<file path="src/rtl/aes128_pkg.sv">
// Shared types and constants for the AES-128 round controller.
//
// Contents:
//   ctrl_state_e       controller states IDLE, INIT, SUB, KEY, MIX, DONE
//   ctrl_out_t         bundle of the registered single-bit/column controls
//   AES_RCON_INIT      first round constant (8'h01)
//   AES_RCON_POLY      GF(2^8) reduction term applied by xtime (8'h1B)
//   AES128_NUM_ROUNDS  standard AES-128 round count (10)
//   xtime()            multiply-by-x in GF(2^8)
package aes128_pkg;

  typedef enum logic [2:0] {
    IDLE,
    INIT,
    SUB,
    KEY,
    MIX,
    DONE
  } ctrl_state_e;

  typedef struct packed {
    logic       busy;
    logic       done;
    logic       load;
    logic       src;
    logic [1:0] col;
    logic       sub;
    logic       key;
    logic       mix;
    logic       last;
  } ctrl_out_t;

  localparam logic [7:0] AES_RCON_INIT     = 8'h01;
  localparam logic [7:0] AES_RCON_POLY     = 8'h1B;
  localparam int         AES128_NUM_ROUNDS = 10;

  function automatic logic [7:0] xtime(input logic [7:0] r);
    return {r[6:0], 1'b0} ^ (r[7] ? AES_RCON_POLY : 8'h00);
  endfunction

endpackage

</file>
<file path="src/rtl/aes128_rcon_gen.sv">
// Round-constant register for the AES-128 key schedule.
// Holds Rcon for the current round; clr_i reloads 8'h01, step_i advances
// by one xtime. clr_i has priority over step_i.
//
// Ports:
//   clk     in   system clock
//   rst_n   in   async active-low reset (register returns to 8'h01)
//   clr_i   in   reload the first round constant
//   step_i  in   advance to the next round constant
//   rcon_o  out  current round constant
module aes128_rcon_gen
  import aes128_pkg::*;
(
  input  logic       clk,
  input  logic       rst_n,
  input  logic       clr_i,
  input  logic       step_i,
  output logic [7:0] rcon_o
);

  logic [7:0] rcon_d, rcon_q;

  // NOTE: every always_comb output gets a default first so no path leaves it
  // unassigned; otherwise synthesis infers a latch.
  always_comb begin
    rcon_d = rcon_q;
    if (clr_i) begin
      rcon_d = AES_RCON_INIT;
    end else if (step_i) begin
      rcon_d = xtime(rcon_q);
    end
  end

  // NOTE: sequential state uses non-blocking assignments so every flop samples
  // pre-edge values regardless of block ordering.
  always_ff @(posedge clk or negedge rst_n) begin
    if (!rst_n) begin
      rcon_q <= AES_RCON_INIT;
    end else begin
      rcon_q <= rcon_d;
    end
  end

  assign rcon_o = rcon_q;

endmodule

</file>
<file path="src/rtl/aes128_round_ctrl.sv">
// Round sequencer for the AES-128 encrypt datapath. One shared S-box bank is
// time-multiplexed between the state SubBytes columns (SUB cycles) and the
// key-schedule RotWord (KEY cycle). Each round is NSUB SUB cycles, one KEY
// and one MIX; a run is INIT, NUM_ROUNDS rounds, then a one-cycle DONE.
//
// Parameters:
//   NUM_ROUNDS    rounds after the initial AddRoundKey, 1..15
//   COLS_PER_SUB  state columns substituted per SUB cycle, 1, 2 or 4
//
// Ports:
//   clk, rst_n     clock, async active-low reset
//   start_i        begin a run (only honoured in IDLE)
//   abort_i        cancel a run (present only with AES128_CTRL_ABORT_EN)
//   busy_o         high from INIT through the last MIX
//   done_o         one-cycle pulse, ciphertext valid
//   state_load_o   load plaintext ^ key and the cipher key (INIT)
//   sbox_src_o     S-box input select: 0 state columns, 1 rotated key word
//   sbox_col_o     first column substituted this SUB cycle
//   sub_en_o       write S-box result into the state column(s)
//   key_step_en_o  advance the key register to the next round key
//   mix_en_o       ShiftRows / MixColumns / AddRoundKey step
//   last_round_o   final round (datapath skips MixColumns)
//   round_o        current round, 0 outside SUB/KEY/MIX
//   rcon_o         round constant for the current round
//
// Build option: define AES128_CTRL_ABORT_EN to add abort_i. Without it a
// started run always completes.
module aes128_round_ctrl
  import aes128_pkg::*;
#(
  parameter int NUM_ROUNDS   = AES128_NUM_ROUNDS,
  parameter int COLS_PER_SUB = 1
) (
  input  logic       clk,
  input  logic       rst_n,
  input  logic       start_i,
`ifdef AES128_CTRL_ABORT_EN
  input  logic       abort_i,
`endif
  output logic       busy_o,
  output logic       done_o,
  output logic       state_load_o,
  output logic       sbox_src_o,
  output logic [1:0] sbox_col_o,
  output logic       sub_en_o,
  output logic       key_step_en_o,
  output logic       mix_en_o,
  output logic       last_round_o,
  output logic [3:0] round_o,
  output logic [7:0] rcon_o
);

  localparam int         NSUB     = 4 / COLS_PER_SUB;
  localparam logic [1:0] LAST_SUB = 2'(NSUB - 1);
  localparam logic [3:0] LAST_RND = 4'(NUM_ROUNDS);

  ctrl_state_e state_d, state_q;
  logic [3:0]  round_d, round_q;
  logic [1:0]  cnt_d, cnt_q;
  ctrl_out_t   out_d, out_q;
  logic        rcon_clr, rcon_step;

  always_comb begin
    state_d = state_q;
    round_d = round_q;
    cnt_d   = cnt_q;

    unique case (state_q)
      IDLE: begin
        if (start_i) state_d = INIT;
      end
      INIT: begin
        state_d = SUB;
        round_d = 4'd1;
        cnt_d   = '0;
      end
      SUB: begin
        if (cnt_q == LAST_SUB) begin
          state_d = KEY;
          cnt_d   = '0;
        end else begin
          cnt_d = cnt_q + 2'd1;
        end
      end
      KEY: state_d = MIX;
      MIX: begin
        if (round_q == LAST_RND) begin
          state_d = DONE;
          round_d = '0;
        end else begin
          state_d = SUB;
          round_d = round_q + 4'd1;
        end
      end
      DONE: state_d = IDLE;
      default: begin
        state_d = IDLE;
        round_d = '0;
        cnt_d   = '0;
      end
    endcase

`ifdef AES128_CTRL_ABORT_EN
    // Abort overrides everything, including a simultaneous start in IDLE.
    if (abort_i) begin
      state_d = IDLE;
      round_d = '0;
      cnt_d   = '0;
    end
`endif

    // Controls are decoded from the next state so the registered outputs
    // line up with the state they describe, not one cycle behind it.
    out_d      = '0;
    out_d.busy = state_d inside {INIT, SUB, KEY, MIX};
    out_d.done = (state_d == DONE);
    out_d.load = (state_d == INIT);
    out_d.sub  = (state_d == SUB);
    out_d.col  = (state_d == SUB) ? 2'(int'(cnt_d) * COLS_PER_SUB) : 2'd0;
    out_d.src  = (state_d == KEY);
    out_d.key  = (state_d == KEY);
    out_d.mix  = (state_d == MIX);
    out_d.last = out_d.busy && (round_d == LAST_RND);
  end

  // Rcon is 8'h01 whenever no round is in flight and advances only on the
  // MIX -> SUB hand-off, so it always belongs to round_o.
  assign rcon_clr  = state_d inside {IDLE, INIT, DONE};
  assign rcon_step = (state_q == MIX) && (state_d == SUB);

  always_ff @(posedge clk or negedge rst_n) begin
    if (!rst_n) begin
      state_q <= IDLE;
      round_q <= '0;
      cnt_q   <= '0;
      out_q   <= '0;
    end else begin
      state_q <= state_d;
      round_q <= round_d;
      cnt_q   <= cnt_d;
      out_q   <= out_d;
    end
  end

  aes128_rcon_gen u_rcon_gen (
    .clk    (clk),
    .rst_n  (rst_n),
    .clr_i  (rcon_clr),
    .step_i (rcon_step),
    .rcon_o (rcon_o)
  );

  assign busy_o        = out_q.busy;
  assign done_o        = out_q.done;
  assign state_load_o  = out_q.load;
  assign sbox_src_o    = out_q.src;
  assign sbox_col_o    = out_q.col;
  assign sub_en_o      = out_q.sub;
  assign key_step_en_o = out_q.key;
  assign mix_en_o      = out_q.mix;
  assign last_round_o  = out_q.last;
  assign round_o       = round_q;

endmodule

</file>
<file path="config.mk">
export PLATFORM = sky130hd
export DESIGN_NAME = aes128_round_ctrl
export DESIGN_NICKNAME = d
export VERILOG_FILES = /design/src/rtl/aes128_pkg.sv /design/src/rtl/aes128_rcon_gen.sv /design/src/rtl/aes128_round_ctrl.sv
export SDC_FILE = /design/constraint.sdc
export NUM_CORES = 1
export LEC_CHECK = 0
export BUFFER_PORTS_ARGS = -buffer_cell sky130_fd_sc_hd__buf_2
export CAP_MARGIN = 10
export CORE_ASPECT_RATIO = 1.25
export CORE_MARGIN = 2
export CORE_UTILIZATION = 57
export CTS_CLUSTER_DIAMETER = 150
export DETAILED_ROUTE_END_ITERATION = 10
export GPL_TIMING_DRIVEN = 0
export PLACE_DENSITY = 0.87
export SKIP_LAST_GASP = 1
export SYNTH_ARGS = -nofsm -noshare
export SYNTH_HDL_FRONTEND = slang
export SYNTH_SLANG_ARGS = --single-unit
</file>
<file path="constraint.sdc">
create_clock -name clk -period 3 [get_ports clk]
set_clock_uncertainty 0.05 [all_clocks]
set_input_delay 0.6 -clock clk [delete_from_list [all_inputs] [get_ports clk]]
set_output_delay 0.6 -clock clk [all_outputs]
set_load 0.02 [all_outputs]
</file>
; Yosys cells after proc, flatten, opt, wreduce, memory -nomap -nowiden
; Cells that the tools add are included.
[word_totals]
word_cells = 49
out_inout_bits = 22
inputBits = 3
regBits = 26
[op_classes]
reduce_logical = 9
addsub = 2
eq_ne = 13
mux = 12
n_bitwise = 1
[op_table]
columns = operator, count
row1 = 8-bit two-way mux, 2
row2 = 3-bit case mux with 5 select lines, 1
row3 = "3-bit by 2-bit equality test with 1-bit output, second input constant", 4
row4 = "3-bit equality test, second input constant", 4
row5 = 4-bit case mux with 3 select lines, 1
row6 = 3-bit two-way mux, 3
row7 = "4-bit equality test, second input constant", 2
row8 = 4-bit OR reduction, 2
row9 = 8-bit XOR, 1
row10 = "3-bit by 1-bit equality test with 1-bit output, second input constant", 2
row11 = 3-bit logical NOT, 2
row12 = 5-bit two-way mux, 1
row13 = "4-bit by 1-bit adder with 4-bit output, second input constant", 1
row14 = 2-bit two-way mux, 2
row15 = 4-bit two-way mux, 1
row16 = 2-bit case mux with 2 select lines, 1
row17 = 4-bit nonzero test, 1
row18 = 3-bit nonzero test, 1
row19 = "2-bit by 1-bit adder with 2-bit output, second input constant", 1
row20 = "2-bit equality test, second input constant", 1
row21 = 1-bit logical AND, 2
row22 = 2-bit nonzero test, 1

; Longest topological paths before layout
; Gate-level depths: netlist (run 1).
[depth]
word_depth = 7
mapped_depth = 8
depth_no_buf = 7

; Cells and area by module
; From an unflattened synthesis (run 1), not the netlist that was laid out.
[hier_totals]
hier_cells = 122
hier_area_um2 = 1278.7
[by_module_without_submodules]
columns = module, seq_area_each_um2, cells_per_inst, instances, area_each_um2
row1 = aes128_round_ctrl, 450.4, 92, 1, 929.6
row2 = aes128_rcon_gen, 201.4, 30, 1, 349.1

; Worst setup path before layout (run 1)
; OpenSTA, ideal clock, no wires.
[synth_timing]
path_type = reg-to-reg
from = reg round_q[0] (netlist: round_o[0])
to = reg u_rcon_gen.rcon_q[4] (netlist: u_rcon_gen.rcon_o[4])
arrival_time_ps = 1582
stages_incl_launch_ff = 9
required_ps = 2863
n_path_buf = 2
setup_time_ps = 87
synth_period_minus_slack_ps = 1718
path_slack_ps = 1282
path_cell_list = dfrtp_1 inv_1 ha_1 nand3b_4 and3_1 buf_6 buf_8 nor2_1 a211oi_2
[synth_via]
elab_chain_cells = 6
word_cells_on_any_way = 11
cone_classes = eq/ne (4) / mux (3) / reduce/logical (4)
[synth_rtl]
columns = item, line_no
row1 = start: declaration, aes128_round_ctrl.sv:58  ; logic [3:0] round_d, round_q;
row2 = start signal: assignment, aes128_round_ctrl.sv:139  ; round_q <= round_d;
row3 = 4-bit equality test *, aes128_round_ctrl.sv:87  ; if (round_q == LAST_RND) begin
row4 = 3-bit two-way mux *, aes128_round_ctrl.sv:87
row5 = 3-bit case mux with 5 select lines *, aes128_round_ctrl.sv:68  ; unique case (state_q)
row6 = 3-bit by 1-bit equality test with 1-bit output (tied with other cells), aes128_round_ctrl.sv:128  ; assign rcon_clr = state_d inside {IDLE, INIT, DONE};
row7 = 3-bit nonzero test / 1-bit logical AND (equally long branches), "aes128_round_ctrl.sv:128, aes128_round_ctrl.sv:129"
row8 = 8-bit two-way mux / 2-bit nonzero test (equally long branches), --
row9 = end signal: assignment, aes128_rcon_gen.sv:40  ; rcon_q <= rcon_d;
row10 = end: declaration, aes128_rcon_gen.sv:21  ; logic [7:0] rcon_d, rcon_q;
; Mark *: on every way between the ends. The rest lies on a longest branch, timed or not.
; A chain may end at the register's enable or synchronous reset.

; Worst setup path in the final report (run 1)
; Same ends and word-level chain as after synthesis.

==> run metrics, run 1 <==
Final #Nets=162; Die Y=57.0 um; R2R cell count=8; clk buf depth=2; DP Area=1440 um^2; Skew-Pair Late Insertion Delay=roughly 0.33 ns; worst flop-to-flop path endpoint=u_rcon_gen.rcon_o[4]$_DFFE_PN0P_; initial antenna violation count=0; Top Ports=25; Site Rows=19; crit path from=round_o[0]$_DFF_PN0_; hold_buf cts=0; CTS tree=yes; final core occ=0.690; CP delay by family, top=flip-flops; crit path kind=register to register; leading area contributor after synthesis=dfrtp_1; DRC viols=0; first-pass GRT wire length=between 4000 and 5000 um; CTS buffer count=3; final wirelength=approximately 2600 um; Die ar.=2650 um^2; CTS root buf=clkbuf_4; CP Launch Type=register; largest cells by area after synthesis=dfrtp_1 (49%), nand2_1 (5.6%), a21oi_1 (4.3%); Post-CTS Resized=0; Leakage=0.758 nW; largest net degree at the start of global routing=27; Max-Cap Viols=0; Worst setup EP type=register; Pre-antenna DRT Iters=4; sequential cell area fraction in the yosys report=0.509; CP Data Arrival Time=2.01 ns; status=finished clean; Tightest Pin Transition=around 0.58 ns; number of cells on the critical path=8; WP buf/inv=3; DR vias/cell=5.55; post-route design area=1490 um^2; Worst EP required=3.20 ns; Mapped Cells=between 100 and 150; Sink Count=26; chip width=46.4 um; Slowest cell on crit path=dfrtp_1; Seq cells post-synth=26; # Post-CTS Setup Buffers=0; post-synthesis average cell area=10.1 um^2; Crit Path Max Fanout=10; final antenna-violating net count=0; Diodes inserted=0; RSZ-0062 raised after global routing=no; fin crit share=0.603; Power Total=1.44 mW; Clock transition at path regs=about 0.15 ns; RD Place Congestion=approximately 0.9; Setup-failing EPs final=0; Final Hold Fails=0; Slew Limit Fails=0; syn nets=133; layout cell share with drive strength beyond 1=0.290; Slew HR=0.613; dpl cells=182; VDD IR max=0.000605 V; post-synthesis cell area=1280 um^2; top-area cell type share of the netlist area=0.488; r2r startpoint=round_o[0]$_DFF_PN0_; Core Box Area=2160 um^2; 1st-iter DRT viols=24; cell breakdown of the critical path=inv_1 > ha_1 > nand3b_4 > and3_1 > buf_6 > buf_8 > nor2_1 > a211oi_2; input/output buffers=24; power density over the cells=966 nW/um^2; Ys Warns=0; CP endpoint=u_rcon_gen.rcon_o[4]$_DFFE_PN0P_; Avg WL per Cell=about 14 um; pre-CTS setup slack=1.25 ns; fmax=0.553 GHz; gr usage total=0.224; peak per-stage delay on the critical path=roughly 0.52 ns; Unique masters post-synth=34; minimum clock period=about 1.8 ns; Min Hold Slack=0.189 ns; grt ovf=0; setup TNS=0 ns; post-synthesis to final-layout area growth=16.5%; via count=1033; Non-Filler Instances=186; hpwl dp=1850 um; H-tree depth=1; R2R setup slack=1.19 ns; Worst Setup Slack, final=1.19 ns; worst min path class=input pin to asynchronous set/reset pin; Initial Utilization=0.592; vias in the first global route=972
## routing by layer
metal,GRT usage,part of all wire,vias to the layer above
met2,0.375,0.53,37
met1,0.283,0.41,508
met3,0.0411,0.042,7
met5,0,0,-
met4,0.0776,0.018,0
li1,-,-,481
## how the worst min path moves through the flow
stage,startpoint,end
floorplan,rst_n,busy_o$_DFF_PN0_
detailed placement,u_rcon_gen.rcon_o[0]$_DFFE_PN1P_,u_rcon_gen.rcon_o[0]$_DFFE_PN1P_
finish,rst_n,round_o[2]$_DFF_PN0_
global placement,u_rcon_gen.rcon_o[0]$_DFFE_PN1P_,u_rcon_gen.rcon_o[0]$_DFFE_PN1P_
CTS,rst_n,round_o[2]$_DFF_PN0_
global route,rst_n,u_rcon_gen.rcon_o[2]$_DFFE_PN0P_
## synth_stat cells
library cell,count
dfrtp_1,25
nand2_1,19
nor2_1,14
a21oi_1,11
o21ai_0,7
xnor2_1,5
a211oi_2,4
inv_1,4
nor3_1,4
buf_2,3
ha_1,3
a21o_1,2
and2_1,2
and3_1,2
mux2i_1,2
nand3b_1,2
buf_1,1
buf_4,1
buf_6,1
buf_8,1
dfstp_2,1
inv_2,1
nand3_1,1
nand3_2,1
nand3b_4,1
nor2_4,1
nor2b_4,1
nor3b_1,1
o211ai_1,1
o21a_1,1
o21ai_1,1
o22ai_1,1
o31ai_1,1
xnor2_2,1
## where the power goes
| part | leakage (nW) | internal [mW] | total, mW | switching, mW |
|---|---|---|---|---|
| registers | 0.342 | 0.447 | 0.525 | 0.0772 |
| logic | 0.388 | 0.249 | 0.674 | 0.425 |
| clock network | 0.0279 | 0.135 | 0.243 | 0.108 |
## worst reg2reg max path: cells and delay by family, from the launching register on
| family | cells | cell delay (ns) |
|---|---|---|
| buf+inv | 3 | 0.38 |
| simple gates | 3 | 0.37 |
| fa+ha+maj | 1 | 0.23 |
| flops | 1 | 0.52 |
| compound gates | 1 | 0.17 |
## placed cells by master, fill, tap and decap left out, drive strengths merged, types with 4 or more instances in the layout
cell and n:
a211oi 4, a21oi 11, buf 31, dfrtp 25
inv 5, nand2 19, nor2 15, nor3 4
o21ai 8, xnor2 6
## cell families after synthesis
logic type      share of synthesized area
simple gates                        0.196
xor+xnor                           0.0469
buf+inv                            0.0556
fa+ha+maj                          0.0293
compound gates                      0.147
mux                                0.0156
flops                               0.509
## layout make-up
| type | instances | area (um^2) |
|---|---|---|
| tap | 31 | 38.8 |
| multi-input combinational | 89 | 558 |
| clock inverter | 1 | 30.0 |
| timing repair buffer | 24 | 120 |
| sequential | 26 | 652 |
| clock buffer | 3 | 22.5 |
| inverter | 5 | 18.8 |
| fill | 163 | 671 |
| buffer | 7 | 52.6 |
## flip-flops by register name (all words and copies together), names as in the netlist, 2 cells and up
| name | count |
|---|---|
| cnt_q | 2 |
| round_o | 4 |
| sbox_col_o | 2 |
| state_q | 3 |
| u_rcon_gen.rcon_o | 8 |
No activity file was read; power rests on OpenSTA's default activity.
==> run 2: changes to the inputs <==
CORE_UTILIZATION = 48   (was 57)
PLACE_DENSITY = 0.79   (was 0.87)
clock period = 1.62 ns   (was 3 ns; I/O delays follow)
==> run 2 against run 1 <==
Sequential share of layout area is 1.4 points lower. Via count down 2.5%. Fmax is 15% higher. Clock-buffer cell count grew 1. Routed wire length fell by 1.5%. Die area grew 17%.
==> run metrics, run 2 (synthesis results as in run 1) <==
fin crit share=0.967 (+0.364); VDD IR max=0.000978 V (+62%); fmax=0.638 GHz (+15%); max reg flops=8 (unchanged); final wirelength=2570 um (-1.5%); final antenna-violating net count=0 (unchanged); Initial Utilization=0.517 (-0.0751); switching share of power=0.430 (+0.00666); chip width=50.2 um (+8.2%); Pre-antenna DRT Iters=4 (unchanged); multi-input gate area in the final layout=582 um^2 (+4.3%); Internal=1.48 mW (+77%); Skew-Pair Late Insertion Delay=0.33 ns (about the same); RD Place Congestion=0.839 (-5.7%); Clock Power Share=0.128 (-0.040); crit path kind=register to register; Setup-failing EPs final=0 (unchanged); CP Launch Type=register; commonest non-fill, non-tap cell in the layout=buf_2; Diodes inserted=0 (unchanged); dpl cells=184 (+1.1%); Sequential Power Share=0.372 (+0.008); Slew Limit Fails=0 (unchanged); DRC viols=0 (unchanged); setup TNS=0 ns (unchanged); Crit Path Max Fanout=10 (unchanged); CTS tree=yes; Logic pwr share=0.500 (+0.032); CTS buffer count=3 (unchanged); Worst EP required=1.82 ns (-1.38 ns); Slowest cell on crit path=dfrtp_2; status=finished clean; Final Hold Fails=0 (unchanged); worst min path class=input pin to register; Avg WL per Cell=13.3 um (-5.1%); H-tree depth=1 (unchanged); hpwl dp=1840 um (-0.39%); Reg area=654 um^2 (+0.38%); post-synthesis to final-layout area growth=20.8%; grt ovf=0 (unchanged); Fillers=220 (+35%); Clock transition at path regs=0.14 ns (about the same); Tightest Pin Transition=0.582 ns (+0.00224 ns); Final #Nets=167 (+3.1%); cell breakdown of the critical path=ha_4 > nand3b_4 > and3_4 > buf_6 > buf_8 > nor2_1 > a211oi_2; vias in the first global route=994 (+2.3%); P_sw=1.11 mW (+82%); power density over the cells=1670 nW/um^2 (+73%); Top Ports=25 (unchanged); first-pass GRT wire length=4080 um (-5.6%); gr usage total=0.180 (-0.0446); via count=1007 (-2.5%); Worst setup EP type=register; Max-Cap Viols=0 (unchanged); layout cell share with drive strength beyond 1=0.350 (+0.0597); initial antenna violation count=0 (unchanged); largest net degree at the start of global routing=27 (unchanged); input/output buffers=24 (unchanged); commonest cells after routing, fill and taps aside=buf_2 (26), dfrtp_1 (23), nand2_1 (19), nor2_1 (13), a21oi_1 (10); Die ar.=3100 um^2 (+17%); minimum clock period=1.57 ns (-0.242 ns); Sink Count=26 (unchanged); Core Box Area=2480 um^2 (+15%); Slew HR=0.612 (-0.00150); Non-Filler Instances=193 (+3.8%); CP Data Arrival Time=1.77 ns (-0.24 ns); Leakage=0.767 nW (+1.1%); peak per-stage delay on the critical path=0.47 ns (-0.05 ns); CTS root buf=clkbuf_4; 1st-iter DRT viols=11 (-54%); DR vias/cell=5.22 (-6.1%); Site Rows=20 (+1); Die Y=61.8 um (+8.4%); CP delay by family, top=flip-flops; final core occ=0.625 (-0.0652); WP buf/inv=2 (-1); clk buf depth=2 (unchanged)
run 2: per-stage QoR:
step	power, mW	setup WS (ns)	area, um^2	hold slack, ns
floorplan	1.91	0.0104	1290	-0.0216
global placement	2.17	-0.0402	1450	0.294
detailed placement	2.22	-0.0531	1450	0.311
CTS	2.57	0.00492	1510	0.232
global route	2.79	-0.0108	1550	0.230
finish	2.59	0.0530	1550	0.241
run 2: power by group through the flow:
stage                     registers, mW  logic, mW  clock network [mW]
after floorplan                    1.11      0.801                   0
after global placement            0.976       1.19                   0
after detailed placement          0.990       1.23                   0
after CTS                         0.957       1.27               0.336
after global routing              0.986       1.45               0.361
final                             0.963       1.29               0.331
run 2: repair_timing:
item | 4_1_cts | 5_1_grt
hold buffers | 1 | 0
resized for setup | 0 | 4
hold endpoints to repair | 25 | 0
pin swaps | 0 | 1
setup buffers | 1 | 3
setup endpoints to repair | 12 | 13
run 2: path summary, 6_finish.rpt:
path,start,to,slack (ns),cells after the start
max,round_o[1]$_DFF_PN0_,u_rcon_gen.rcon_o[4]$_DFFE_PN0P_,0.05,7
min,start_i,state_load_o$_DFF_PN0_,0.24,2
max reg2reg,round_o[1]$_DFF_PN0_,u_rcon_gen.rcon_o[4]$_DFFE_PN0P_,0.05,7
min reg2reg,u_rcon_gen.rcon_o[0]$_DFFE_PN1P_,u_rcon_gen.rcon_o[0]$_DFFE_PN1P_,0.48,2
max in group asynchronous,rst_n,round_o[0]$_DFF_PN0_,0.64,2
min in group asynchronous,rst_n,u_rcon_gen.rcon_o[3]$_DFFE_PN0P_,0.47,2
run 2: cell type report:
class                   instances  share of cell area
plain buffers                   7              0.0356
clock buffers                   4              0.0234
inverters                       5              0.0121
multi-input cells              89               0.376
flip-flops and latches         26               0.423
well taps                      33              0.0267
repair buffers                 29               0.103
run 2: routing by layer:
metal  routed length [um]  GRT usage  share of wire  vias to the layer above
li1                     -          -              -                      491
met1                  997      0.186           0.39                      484
met2                 1410      0.346           0.55                       25
met3                   94     0.0215          0.037                        7
met4                   66      0.119          0.026                        0
met5                    0          0              0                        -
==> run 3: changes to the inputs <==
CORE_UTILIZATION = 53   (was 48)
PLACE_DENSITY = 0.82   (was 0.79)
clock period = 1.7 ns   (was 1.62 ns; I/O delays follow)
==> run 3 against run 2 <==
Routed wire length shrank 5.7%. Sequential cell count stayed put. Final cell count fell by 2.1%. Die area shrank 8.8%. Via count rose by 0.40%. First-iteration DRC count increased by 36%. Design area is 2.0% lower. Combinational power fell by 4%. Worst hold slack improved by 0.026 ns. Non-clock buffer count fell by 2. Clock-buffer cell count unchanged. Largest cell class unchanged.
==> run metrics, run 3 (synthesis results as in run 1) <==
status=finished clean; worst flop-to-flop path endpoint=sbox_col_o[1]$_DFF_PN0_; via count=1011 (+0.40%); minimum clock period=1.60 ns (+0.0317 ns); Setup-failing EPs final=0 (unchanged); GR peak layer=met2; first-pass GRT wire length=4040 um (-1.0%); Power Total=2.46 mW (-5.0%); Diodes inserted=0 (unchanged); CP Launch Type=register; 1st-iter DRT viols=15 (+4); commonest cells after routing, fill and taps aside=buf_2 (27), dfrtp_1 (24), nand2_1 (19), nor2_1 (13), a21oi_1 (10); Site Rows=19 (-5.0%); Crit Path Max Fanout=8 (-2); r2r startpoint=round_o[0]$_DFF_PN0_; DR vias/cell=5.35 (+2.5%); Core Box Area=2230 um^2 (-9.8%); crit path kind=register to register; dpl cells=182 (-1.1%); Final Hold Fails=0 (unchanged); CP endpoint=sbox_col_o[1]$_DFF_PN0_; CTS root buf=clkbuf_4; final core occ=0.679 (+0.0539); CP Data Arrival Time=1.77 ns (about the same); vias in the first global route=956 (-3.8%); fmax=0.625 GHz (-2.0%); Final #Nets=165 (-1.2%); Die Y=59.0 um (-4.5%); Pre-antenna DRT Iters=4 (unchanged); Slew Limit Fails=0 (unchanged); cell breakdown of the critical path=inv_1 > ha_2 > nand3b_4 > and3_4 > buf_6 > a21oi_2 > inv_1 > and2_1; routing usage on met2=0.330 (-0.0163); R2R setup slack=0.10 ns (+0.05 ns); Skew-Pair Late Insertion Delay=0.32 ns (about the same); post-synthesis to final-layout area growth=18.4%; DP Area=1440 um^2 (-0.78%); Worst setup EP type=register; initial antenna violation count=0 (unchanged); final antenna-violating net count=0 (unchanged); Slowest cell on crit path=dfrtp_2; Worst EP required=1.88 ns (+0.06 ns); Avg WL per Cell=12.8 um (-3.7%); grt ovf=0 (unchanged); max reg flops=8 (unchanged); largest net degree at the start of global routing=27 (unchanged); H-tree depth=1 (unchanged); layout cell share with drive strength beyond 1=0.329 (-0.0209); R2R cell count=8 (+1); power density over the cells=1620 nW/um^2 (-3.1%); final wirelength=2420 um (-5.7%); Slew HR=0.622 (+0.0106); Worst Setup Slack, final=0.101 ns (+0.0483 ns); RD Place Congestion=0.874 (+4.2%); Die ar.=2830 um^2 (-8.8%); worst min path class=input pin to register; peak per-stage delay on the critical path=0.43 ns (-0.04 ns); CTS tree=yes; fin crit share=0.940 (-0.0269); Most common cell on crit path=inv_1; Leakage=0.761 nW (-0.72%); Max-Cap Viols=0 (unchanged); CTS buffer count=3 (unchanged); gr usage total=0.199 (+0.0196); Tightest Pin Transition=0.566 ns (-0.0159 ns); pre-CTS setup slack=-0.0122 ns (+0.0409 ns); Top Ports=25 (unchanged); Clock transition at path regs=0.14 ns (about the same); clk buf depth=2 (unchanged); met1 GRT Util=0.267 (+0.0817); RSZ-0062 raised after global routing=no; DRC viols=0 (unchanged); commonest non-fill, non-tap cell in the layout=buf_2; input/output buffers=24 (unchanged); Initial Utilization=0.573 (+0.0562); chip width=48.0 um (-4.5%); Non-Filler Instances=189 (-2.1%); VDD IR max=0.00110 V (+12%); post-route design area=1520 um^2 (-2.0%); crit path from=round_o[0]$_DFF_PN0_; Sink Count=26 (unchanged); hpwl dp=1790 um (-2.7%); met3 Usage GRT=0.0274 (+0.00591)
run 3: cell types whose count changed in the layout (fill, tap and decap cells not counted), sizes merged:
cell	change
buf	-1
clkbuf	-1
run 3: repair_timing:
item,CTS,global route
pin swaps,0,0
hold endpoints to repair,25,0
setup buffers,1,1
setup endpoints to repair,3,7
hold buffers,1,0
resized for setup,0,4
run 3: metal layers:
| metal | up-vias | wire (um) |
|---|---|---|
| met3 | 2 | 74 |
| met4 | 0 | 21 |
| met5 | - | 0 |
| met2 | 23 | 1270 |
| met1 | 497 | 1050 |
| li1 | 489 | - |
run 3: area by class of cell:
| type | count | area (um^2) |
|---|---|---|
| Multi-Input combinational cell | 89 | 572 |
| Tap cell | 31 | 38.8 |
| Inverter | 5 | 18.8 |
| Fill cell | 186 | 718 |
| Buffer | 7 | 52.6 |
| Clock buffer | 4 | 36.3 |
| Sequential cell | 26 | 653 |
| Timing Repair Buffer | 27 | 145 |
run 3: through the flow:
step                      setup TNS [ns]  hold WS [ns]
after floorplan                        0      -0.00559
after global placement                 0         0.304
after detailed placement         -0.0196         0.316
after CTS                              0         0.263
after global routing                   0         0.258
final                                  0         0.268
run 3: power breakdown:
part	internal, mW	switching, mW	total, mW
logic	0.476	0.761	1.24
registers	0.791	0.119	0.910
clock network	0.131	0.179	0.311
run 3: worst min-delay path by stage:
stage                        from                     end  slack, ns  cells past startpoint
after floorplan             rst_n        busy_o$_DFF_PN0_     -0.006                      0
after global placement      rst_n    round_o[2]$_DFF_PN0_       0.30                      1
after detailed placement    rst_n  last_round_o$_DFF_PN0_       0.32                      1
after CTS                 start_i  state_load_o$_DFF_PN0_       0.26                      2
after global routing      start_i  state_load_o$_DFF_PN0_       0.26                      2
final                     start_i  state_load_o$_DFF_PN0_       0.27                      2
run 3: worst max-delay path: cells and delay by family, from the launching register on:
family / cells / cell delay [ns]
buffers and inverters: 3 / 0.27
DFF: 1 / 0.43
and+or+nand+nor: 3 / 0.45
AOI/OAI and AO/OA: 1 / 0.10
adders and majority gates: 1 / 0.19
